==> config.mk <==
export PLATFORM = sky130hd
export DESIGN_NAME = demux_14_deser
export DESIGN_NICKNAME = d
export VERILOG_FILES = /design/src/rtl/demux_14_deser.sv
export SDC_FILE = /design/constraint.sdc
export NUM_CORES = 1
export LEC_CHECK = 0
export ABC_CLOCK_PERIOD_IN_PS = 1550
export BUFFER_PORTS_ARGS = -buffer_cell sky130_fd_sc_hd__buf_2
export CORE_AREA = 2 2 39 41
export DETAILED_ROUTE_END_ITERATION = 8
export DIE_AREA = 0 0 41 43
export PLACE_DENSITY_LB_ADDON = 0.08
export RECOVER_POWER = 50
export SLEW_MARGIN = 10
export SYNTH_ARGS = -nofsm -noshare
export SYNTH_HDL_FRONTEND = slang
export SYNTH_SLANG_ARGS = --single-unit
export TNS_END_PERCENT = 10
==> constraint.sdc <==
create_clock -name inClock -period 1.55 [get_ports inClock]
set_clock_uncertainty 0.1 [all_clocks]
set_input_delay 0.465 -clock inClock [delete_from_list [all_inputs] [get_ports inClock]]
set_output_delay 0.465 -clock inClock [all_outputs]
set_load 0.01 [all_outputs]
==> src/rtl/demux_14_deser.sv <==
// Registered 1-to-NB_LANES deserializer: packs a qualified serial bit stream into
// words and presents them on a valid/ready output with overrun detection.
module demux_14_deser #(
  parameter int NB_LANES  = 4,
  parameter bit LSB_FIRST = 1'b1,
  localparam int IW = $clog2(NB_LANES)
) (
  input  logic                inClock,
  input  logic                inReset,
  input  logic                inData,
  input  logic                inValid,
  input  logic                inSync,
  input  logic                inReady,
  output logic [NB_LANES-1:0] outData,
  output logic                outValid,
  output logic                outOverrun,
  output logic [IW-1:0]       outIdx
);

  logic [NB_LANES-1:0] asm_q;
  logic [NB_LANES-1:0] asm_next;
  logic [IW-1:0]       bit_idx;
  logic [IW-1:0]       lane;
  logic                complete;
  logic                transfer;
  logic                accept;

  // Handshake: a word moves downstream on every edge where outValid and inReady
  // are both high; outValid stays high and outData stable until that happens.
  always_comb begin
    bit_idx  = inSync ? '0 : outIdx;
    lane     = LSB_FIRST ? bit_idx : (IW'(NB_LANES - 1) - bit_idx);
    asm_next = inSync ? '0 : asm_q;
    asm_next[lane] = inData;
    complete = inValid && !inSync && (outIdx == IW'(NB_LANES - 1));
    transfer = outValid && inReady;
    accept   = complete && (!outValid || inReady);
  end

  always_ff @(posedge inClock) begin
    if (inReset) begin
      asm_q      <= '0;
      outIdx     <= '0;
      outData    <= '0;
      outValid   <= 1'b0;
      outOverrun <= 1'b0;
    end else begin
      if (inValid) begin
        asm_q  <= asm_next;
        // Power-of-two width makes the increment wrap to lane 0 on completion.
        outIdx <= inSync ? IW'(1) : outIdx + IW'(1);
      end
      outOverrun <= complete && !accept;
      if (accept) begin
        outData  <= asm_next;
        outValid <= 1'b1;
      end else if (transfer) begin
        outValid <= 1'b0;
      end
    end
  end

endmodule

==> results.toml <==
[outcome]
status = "finished, final reports clean"

[final_layout]
nets = 84
n_fill_cell = 143
drive_above_1_share = 0.360
final-seq-area_um2 = 243
layout.cells.non_filler = 91
antenna_cells = 0
area_delta_synth_final_pct = 19.6
multi_input_area_um2 = 283

[routing]
vias_per_cell = 4.89
drt_pre_antenna_iters = 4
drt_wl_total_um = 966
wl_per_cell_um = 10.6
drt_iter0_drc = 14
postRouteAntennaNets = 0
drc_errors = 0
vias = 445

[critical_path]
worstSetupEndpointType = "flop"
cp_cell_sequence = "or2b_2, and3_1, buf_4, a211oi_2"
required_ns = 1.64
path_class = "flop to flop"
r2r-start = "outValid$_SDFFE_PP0P_"
path_max_fanout = 4
crit_family = "simple AND/OR/NAND/NOR gates"
crit_path_max_incr_delay_ns = 0.32
cp_num_buf_inv = 1
reg2reg_slack_ns = 0.15
cp_slowest_cell = "dfxtp_1"
r2r_cells = 4
r2r-end = "outData[0]$_SDFFE_PP0P_"
critPathArrivalTime_ns = 1.49
cp-start-kind = "flop"

[worst_hold_path]
hp-class = "flop to flop"
min_from = "asm_q[0]$_SDFFE_PP0P_"
hold_depth = 2
min_to = "asm_q[0]$_SDFFE_PP0P_"

[logic_synthesis]
synth_area_um2 = 556
synth_top_cells_by_count = "dfxtp_1, nor2_1, a21oi_1, mux2i_1"
synth_cells = 57
yosysMostFrequentCell = "dfxtp_1"
synth_cell_type_count = 23
synthFlopType = "dfxtp_1"
ys_seq_elements = 12
syn_area_per_cell_um2 = 9.75
synth_top_cell_by_area = "dfxtp_1"
yosysTopAreaCellShare = 0.432
ys_seq_area_frac = 0.432
synthArstFlopShare = 0
syn-num-nets = 64
synth_edf_count = 0
ys_warn_count = 0
synth_area_leaders = "dfxtp_1, mux2i_1, nor2_1"

[die]
dieArea_um2 = 1760
core_um2 = 1380
die_w_um = 41
num_rows = 14
die_h_um = 43
ioPinCount = 14
initial_utilization = 0.401

[power_and_ir_drop]
vdd_drop_max_mv = 0.444
leakage_nw = 0.294
p_total_w = 0.000558
p_per_area_nw_per_um2 = 840

[grt]
track_usage = 0.132
met3_usage = 0.0314
grt_max_degree = 13
grt_pass1_wl_mm = 1.57
antenna_found_initial = 0
first_global_vias = 374
overflow = 0
busiest_layer = "met1"
use_met1 = 0.187
use_met2 = 0.175

[timing]
min_period_over_period = 0.903
setup_viol = 0
hold_viol = 0
worst_pin_slew_ns = 0.358
period_minus_slack_ns = 1.40
fmax_mhz = 714
slew_headroom = 0.762
grt_setup_unrepaired = "false"
maxSlewViolCount = 0

[clocking]
hold_buffers = 0
cts_sinks = 12
cts-buffers-inserted = 3
clk_pin_slew_ns = 0.07
h-tree-depth = 1
clk_path_buf_depth = 2
post_cts_resize_count = 0
cts_tree = "done"
postCtsSetupBuffers = 0
cts_root_buf = "clkbuf_4"
insertion_delay_ns = 0.26

[place]
place.gp.congestion = 0.651
dp_hpwl_um = 722
dp.cells = 88
portBuffers = 13

[run]
max_cap_violations = 0
flip-flops by register name (all words and copies together) (netlist names):
name / cells
asm_q: 4
outData: 4
outIdx: 2
outOverrun: 1
outValid: 1
where the power goes:
group          internal (W)  switching, W  leakage (nW)   total, W
registers          0.000315    0.00000702        0.0980   0.000322
clock network     0.0000896     0.0000929        0.0138   0.000182
logic             0.0000265     0.0000273         0.182  0.0000538
per-stage QoR:
stage               instance area [µm²]  setup WS, ns  hold slack [ns]  utilization  TNS (ns)
floorplan                           556         0.104            0.362            -         0
global placement                    652       -0.0440            0.373        0.471   -0.0795
detailed placement                  652       -0.0634            0.380        0.471    -0.120
CTS                                 674        0.0723            0.390        0.487         0
global route                        664        0.0636            0.405        0.480         0
finish                              664         0.150            0.386        0.480         0
worst min-delay path, delay by kind of cell (launching register included):
| kind | cells | cell delay (ns) |
|---|---|---|
| AO/OA/AOI/OAI | 1 | 0.05 |
| flip-flops | 1 | 0.31 |
| AND/OR/NAND/NOR | 1 | 0.08 |
worst max-delay path by stage:
stage | start | end | cells past startpoint
6_report | outValid$_SDFFE_PP0P_ | outData[0]$_SDFFE_PP0P_ | 4
5_1_grt | outIdx[0]$_SDFFE_PP0P_ | outData[3]$_SDFFE_PP0P_ | 5
4_1_cts | outIdx[0]$_SDFFE_PP0P_ | outIdx[0] | 1
3_5_place_dp | inSync | outData[0]$_SDFFE_PP0P_ | 6
3_3_place_gp | inSync | outData[0]$_SDFFE_PP0P_ | 6
2_1_floorplan | inValid | outData[1]$_SDFFE_PP0P_ | 6
layer usage:
metal,vias to the layer above,routed length [µm]
met5,-,0
met3,2,47
li1,230,-
met2,6,423
met4,0,10
met1,207,484
placed cells by master (no fill, tap or decap), types with 3 or more instances in the layout:
cell      count
dfxtp_1      10
nand2_1       3
clkbuf_1      6
and2b_2       3
buf_2         8
nor2b_1       3
clkbuf_4      4
nor2_1        8
buf_4         3
a21oi_1       4
mux2i_1       4
area by class of cell:
cell class,count,share of cell area
Multi-Input combinational cell,41,0.426
Sequential cell,12,0.365
Timing Repair Buffer,18,0.139
Clock buffer,3,0.0339
Tap cell,16,0.0301
Inverter,1,0.00565
cell families after synthesis:
family | count (synthesis) | synth area share
AND/OR/NAND/NOR | 25 | 0.259
flip-flops | 12 | 0.432
AO/OA/AOI/OAI | 9 | 0.119
multiplexers | 6 | 0.113
buffers and inverters | 4 | 0.0540
adder cells (fa/ha/maj) | 1 | 0.0225
(Power assumes the default switching activity.)
